[config.mk]
export PLATFORM = sky130hd
export DESIGN_NAME = wwd_display_driver
export DESIGN_NICKNAME = d
export VERILOG_FILES = /design/src/rtl/wwd_display_driver.sv
export SDC_FILE = /design/constraint.sdc
export NUM_CORES = 1
export LEC_CHECK = 0
export ABC_CLOCK_PERIOD_IN_PS = 3000
export BUFFER_PORTS_ARGS = -buffer_cell sky130_fd_sc_hd__buf_4
export CAP_MARGIN = 15
export CORE_MARGIN = 5
export CORE_UTILIZATION = 53
export CTS_CLUSTER_SIZE = 24
export DETAILED_ROUTE_END_ITERATION = 8
export PLACE_DENSITY_LB_ADDON = 0.05
export SYNTH_ARGS = -nofsm -noshare
export SYNTH_HDL_FRONTEND = slang
export SYNTH_SLANG_ARGS = --single-unit
export TNS_END_PERCENT = 100
[constraint.sdc]
create_clock -name clk -period 3 [get_ports clk]
set_input_delay 0.3 -clock clk [delete_from_list [all_inputs] [get_ports clk]]
set_output_delay 0.3 -clock clk [all_outputs]
set_load 0.01 [all_outputs]
[src/rtl/wwd_display_driver.sv]
// wwd_display_driver
//   Captures words written by the CPU WWD instruction, keeps a 4-deep history
//   and scans the selected word onto a 4-digit multiplexed 7-segment display.
//
// Ports
//   clk        : system clock (shared with the CPU)
//   reset_cpu  : synchronous active-high reset
//   data_in    : CPU output_port word
//   data_valid : one-cycle strobe qualifying data_in
//   pc_in      : CPU PC low byte, mirrored on led one cycle later
//   hold       : freeze capture, history and capture counter
//   show_hist  : 1 = display history entry, 0 = display live capture
//   hist_sel   : history index, 0 = most recent, 3 = oldest
//   seg        : segments {g,f,e,d,c,b,a}, active-low
//   dp         : decimal point, active-low
//   an         : digit enables, active-low, an[0] = rightmost digit
//   led        : registered pc_in
//   wwd_count  : accepted captures, saturating at 255
module wwd_display_driver #(
    parameter int unsigned SCAN_DIV = 50000
) (
    input  logic        clk,
    input  logic        reset_cpu,
    input  logic [15:0] data_in,
    input  logic        data_valid,
    input  logic [7:0]  pc_in,
    input  logic        hold,
    input  logic        show_hist,
    input  logic [1:0]  hist_sel,
    output logic [6:0]  seg,
    output logic        dp,
    output logic [3:0]  an,
    output logic [7:0]  led,
    output logic [7:0]  wwd_count
);

    localparam int unsigned DIV_W = $clog2(SCAN_DIV);
    localparam logic [DIV_W-1:0] DIV_MAX = DIV_W'(SCAN_DIV - 1);

    function automatic logic [6:0] hex7(input logic [3:0] n);
        case (n)
            4'h0: hex7 = 7'b1000000;
            4'h1: hex7 = 7'b1111001;
            4'h2: hex7 = 7'b0100100;
            4'h3: hex7 = 7'b0110000;
            4'h4: hex7 = 7'b0011001;
            4'h5: hex7 = 7'b0010010;
            4'h6: hex7 = 7'b0000010;
            4'h7: hex7 = 7'b1111000;
            4'h8: hex7 = 7'b0000000;
            4'h9: hex7 = 7'b0010000;
            4'hA: hex7 = 7'b0001000;
            4'hB: hex7 = 7'b0000011;
            4'hC: hex7 = 7'b1000110;
            4'hD: hex7 = 7'b0100001;
            4'hE: hex7 = 7'b0000110;
            default: hex7 = 7'b0001110;
        endcase
    endfunction

    logic [15:0]       cap_q, cap_d;
    logic [3:0][15:0]  hist_q, hist_d;
    logic [1:0]        wptr_q, wptr_d;
    logic [7:0]        cnt_q, cnt_d;
    logic [DIV_W-1:0]  div_q, div_d;
    logic [1:0]        idx_q, idx_d;
    logic [6:0]        seg_q, seg_d;
    logic              dp_q, dp_d;
    logic [3:0]        an_q, an_d;
    logic [7:0]        led_q;

    logic              accept;
    logic [1:0]        rd_idx;
    logic [15:0]       disp;
    logic [3:0]        nib;

    assign accept = data_valid & ~hold;
    // Write pointer sits one past the newest entry; 2-bit arithmetic wraps mod 4.
    assign rd_idx = wptr_q - 2'd1 - hist_sel;
    assign disp   = show_hist ? hist_q[rd_idx] : cap_q;
    assign nib    = disp[{idx_q, 2'b00} +: 4];

    always_comb begin
        cap_d  = cap_q;
        hist_d = hist_q;
        wptr_d = wptr_q;
        cnt_d  = cnt_q;
        div_d  = div_q;
        idx_d  = idx_q;

        if (accept) begin
            cap_d          = data_in;
            hist_d[wptr_q] = data_in;
            wptr_d         = wptr_q + 2'd1;
            if (cnt_q != 8'hFF) cnt_d = cnt_q + 8'd1;
        end

        // Digit index advances on the same edge the divider wraps.
        if (div_q == DIV_MAX) begin
            div_d = '0;
            idx_d = idx_q + 2'd1;
        end else begin
            div_d = div_q + DIV_W'(1);
        end

        // Display outputs reflect the current index/word, registered next edge.
        an_d  = ~(4'b0001 << idx_q);
        seg_d = hex7(nib);
        dp_d  = ~(show_hist && (idx_q == 2'd0));
    end

    always_ff @(posedge clk) begin
        if (reset_cpu) begin
            cap_q  <= '0;
            hist_q <= '0;
            wptr_q <= '0;
            cnt_q  <= '0;
            div_q  <= '0;
            idx_q  <= '0;
            seg_q  <= 7'b1111111;
            dp_q   <= 1'b1;
            an_q   <= 4'b1111;
            led_q  <= '0;
        end else begin
            cap_q  <= cap_d;
            hist_q <= hist_d;
            wptr_q <= wptr_d;
            cnt_q  <= cnt_d;
            div_q  <= div_d;
            idx_q  <= idx_d;
            seg_q  <= seg_d;
            dp_q   <= dp_d;
            an_q   <= an_d;
            led_q  <= pc_in;
        end
    end

    assign seg       = seg_q;
    assign dp        = dp_q;
    assign an        = an_q;
    assign led       = led_q;
    assign wwd_count = cnt_q;

endmodule

==> flow_metrics.env <==
export IMPL_slew_violations=0
export IMPL_r2r_cells=9
export IMPL_syn_to_final_growth_pct=21.9
export IMPL_globalplace_congestion=0.822
export IMPL_diodes=0
export IMPL_r2r_setup_slack_ns=0.14
export IMPL_cp_common_cell="ha_1"
export IMPL_core_area_sq_um=10200
export IMPL_cts_buffers=17
export IMPL_fin_skew_ns=0.00606
export IMPL_max_clock_freq_mhz=349
export IMPL_rr_startpoint="wptr_q[0]$_SDFFE_PP0P_"
export IMPL_via_count=4704
export IMPL_synth_fp_nets=697
export IMPL_slowest_delay_ns=0.58
export IMPL_crit_path_max_fanout=8
export IMPL_setup_violations=0
export IMPL_grt_pass1_vias=4459
export IMPL_cts_tree="done"
export IMPL_wire_per_inst_microns=16.1
export IMPL_utilization=0.658
export IMPL_fp_dieW_microns=112
export IMPL_antenna_found_initial=0
export IMPL_synth_edf_count=0
export IMPL_rows=37
export IMPL_cap_violations=0
export IMPL_min_path_type="in2reg"
export IMPL_cts_sinks=128
export IMPL_nets=759
export IMPL_synth_cell_types=46
export IMPL_first_pass_iters=6
export IMPL_seq_area_frac_synth=0.464
export IMPL_relSlewSlack=0.454
export IMPL_critPathRequiredTime_ns=3.41
export IMPL_period_needed_ns=2.86
export IMPL_insertion_delay_ns=0.52
export IMPL_rsz0062_at_grt="false"
export IMPL_io_buffers=58
export IMPL_path_delay_family="multiplexers"
export IMPL_critical_path_buf_inv_count=1
export IMPL_instances_no_fill=859
export IMPL_p_leak_uw=0.00264
export IMPL_status="completed"
export IMPL_final_hold_violation_count=0
export IMPL_drc_errors=0
export IMPL_cts_setup_buffers=0
export IMPL_avgViaCountPerCell=5.48
export IMPL_hold_end="led[0]$_SDFF_PP0_"
export IMPL_worst_hold_slack_ns=0.0302
export IMPL_fin_crit_sh=0.954
export IMPL_critPathCaptureType="register"
export IMPL_synthCells=649
export IMPL_ios=59
export IMPL_async_flop_share=0
export IMPL_cp_arrival_ns=3.27
export IMPL_die_area_sq_um=12600
export IMPL_die_y_microns=112
export IMPL_dpl_hpwl_mm=8.87
export IMPL_synthesis_area_sq_um=5520
export IMPL_nFillCells=868
export IMPL_clk_pin_slew_ns=0.05
export IMPL_crit_path_cell_trace="ha_1 -> xor3_2 -> buf_4 -> mux4_1 -> a21oi_1 -> o32ai_2 -> ha_1 -> or3_1 -> a31o_1"
export IMPL_grt_overflow=0
export IMPL_p_per_area_nw_per_um2=602
export IMPL_hp_start="pc_in[0]"
export IMPL_cts_root_buf="clkbuf_8"
export IMPL_grt_total_usage=0.224
export IMPL_start_util=0.540
export IMPL_hold_depth=2
export IMPL_critPathKind="reg2reg"
export IMPL_ir_drop_v=0.000401
export IMPL_grt_pass1_wl_mm=22.5
export IMPL_grt_max_degree=73
export IMPL_drt_wl_total_mm=13.8
export IMPL_worstSetupStartpointType="register"
export IMPL_reg2reg_to="seg[0]$_SDFF_PP1_"
export IMPL_clk_path_buf_depth=2
export IMPL_drt_antenna_violating_nets=0
export IMPL_drt_initial_drc_count=272
export IMPL_drive_gt1_frac=0.177
export IMPL_yosys_warnings=0
export IMPL_dominantRegCellSynth="dfxtp_1"
export IMPL_ys_ff_latch=128
export IMPL_htree_levels=4
export IMPL_cpMaxStageDelayCell="mux4_1"
export IMPL_worst_slew_pin_slew_ns=0.819
export IMPL_synth_avg_cell_area_sq_um=8.51
export IMPL_placed_cells=821
[cells in the mapped netlist (2+ instances only)]
| master | count | share of area |
|---|---|---|
| ha_1 | 17 | 0.039 |
| inv_1 | 11 | 0.0075 |
| a31oi_1 | 2 | 0.0023 |
| nor2_1 | 40 | 0.027 |
| clkbuf_1 | 35 | 0.024 |
| or2_2 | 2 | 0.0023 |
| and3_1 | 4 | 0.0045 |
| mux4_1 | 2 | 0.0095 |
| buf_2 | 2 | 0.0018 |
| a21oi_2 | 2 | 0.0032 |
| nand4_1 | 7 | 0.0079 |
| o32ai_1 | 2 | 0.0032 |
| nand3_1 | 10 | 0.0091 |
| and2_1 | 4 | 0.0045 |
| xor2_1 | 12 | 0.019 |
| o21ai_0 | 8 | 0.0072 |
| mux4_2 | 9 | 0.037 |
| buf_4 | 2 | 0.0027 |
| xnor2_1 | 9 | 0.014 |
| a21oi_1 | 94 | 0.085 |
| nor3_1 | 4 | 0.0036 |
| mux2_2 | 4 | 0.0082 |
| mux2i_1 | 11 | 0.020 |
| a21o_1 | 12 | 0.016 |
| o31ai_1 | 2 | 0.0027 |
| inv_2 | 2 | 0.0014 |
| nand2_1 | 174 | 0.12 |
| a221o_1 | 3 | 0.0054 |
| dfxtp_1 | 128 | 0.46 |
| or3_1 | 5 | 0.0057 |
| nor2b_1 | 10 | 0.011 |
| nand2b_1 | 6 | 0.0068 |
[layout by cell type, fill, tap and decap left out, types with 3 or more instances in the layout]
cell type	count
buf_4	77
or3_1	5
nand2b_1	6
a21oi_1	94
ha_1	17
xor2_1	12
clkbuf_8	3
and2_1	4
clkbuf_1	6
clkbuf_16	16
xnor2_1	9
o21ai_0	7
mux2i_1	11
a21o_1	12
dfxtp_1	128
dlygate4sd3_1	7
nor2_1	40
nor2b_1	9
a221o_1	3
and3_1	4
nand3_1	10
inv_1	11
mux4_2	9
nor3_1	4
mux2_2	4
clkinv_2	3
nand2_1	174
nand4_1	7
[cells by family (layout without fill, tap and decap cells)]
kind of cell	count (synthesis)	after routing	share of synthesized area
AND/OR/NAND/NOR	269	269	0.206
AO/OA/AOI/OAI	133	133	0.140
flip-flops	128	128	0.464
buffers and inverters	54	128	0.0399
multiplexers	26	26	0.0743
XOR/XNOR	22	22	0.0376
adder cells (fa/ha/maj)	17	17	0.0385
[routing by layer]
layer	track usage	share of wire	vias up
met1	0.296	0.46	2272
met3	0.0539	0.044	20
li1	-	-	2300
met2	0.368	0.48	112
met4	0.0625	0.015	0
met5	0	0	-
[repair_timing]
| action | 4_1_cts | 5_1_grt |
|---|---|---|
| setup endpoints to repair | 1 | 6 |
| resized for setup | 1 | 2 |
| hold endpoints to repair | 7 | 0 |
| hold buffers | 7 | 0 |
| pin swaps | 0 | 1 |
[state kept, by name (all words and copies together), names as in the netlist]
| register | flops |
|---|---|
| seg | 7 |
| wwd_count | 8 |
| cap_q | 16 |
| dp | 1 |
| wptr_q | 2 |
| idx_q | 2 |
| div_q | 16 |
| hist_q | 64 |
| an | 4 |
| led | 8 |
[how the worst max path moves through the flow]
stage | from | to | depth (start not counted)
global placement | hist_sel[0] | seg[0]$_SDFF_PP1_ | 11
CTS | wptr_q[0]$_SDFFE_PP0P_ | seg[1]$_SDFF_PP1_ | 11
global route | wptr_q[0]$_SDFFE_PP0P_ | seg[1]$_SDFF_PP1_ | 11
finish | wptr_q[0]$_SDFFE_PP0P_ | seg[0]$_SDFF_PP1_ | 9
detailed placement | hist_sel[0] | seg[0]$_SDFF_PP1_ | 11
floorplan | wptr_q[0]$_SDFFE_PP0P_ | seg[0]$_SDFF_PP1_ | 10
[power by group]
group / internal, uW / total (uW) / switching (uW)
registers: 1750 / 1780 / 24.4
clock network: 1220 / 1920 / 699
logic: 165 / 364 / 200
[metrics by stage]
stage	total power (uW)	setup TNS (ns)	worst slack, ns	instance area (sq um)
floorplan	2020	0	0.102	5530
finish	4060	0	0.139	6740
detailed placement	2160	-0.101	-0.0523	6110
CTS	4080	0	0.0362	6740
global route	4200	0	0.0160	6740
global placement	2160	0	0.0267	6110
[worst reg2reg max path, cell delays in order, from the launching register on]
cell	delay, ns
dfxtp_1	0.32
ha_1	0.18
xor3_2	0.29
buf_4	0.21
mux4_1	0.58
a21oi_1	0.19
o32ai_2	0.14
ha_1	0.24
or3_1	0.38
a31o_1	0.23
[cell type report]
| type | instances | area (sq um) | share of cell area |
|---|---|---|---|
| sequential | 128 | 2560 | 0.380 |
| clock buffer | 25 | 464 | 0.0689 |
| clock inverter | 6 | 82.6 | 0.0123 |
| tap | 136 | 170 | 0.0253 |
| inverter | 13 | 48.8 | 0.00724 |
| timing repair buffer | 84 | 648 | 0.0962 |
| multi-input combinational | 467 | 2760 | 0.410 |
No activity file was read; power rests on OpenSTA's default activity.
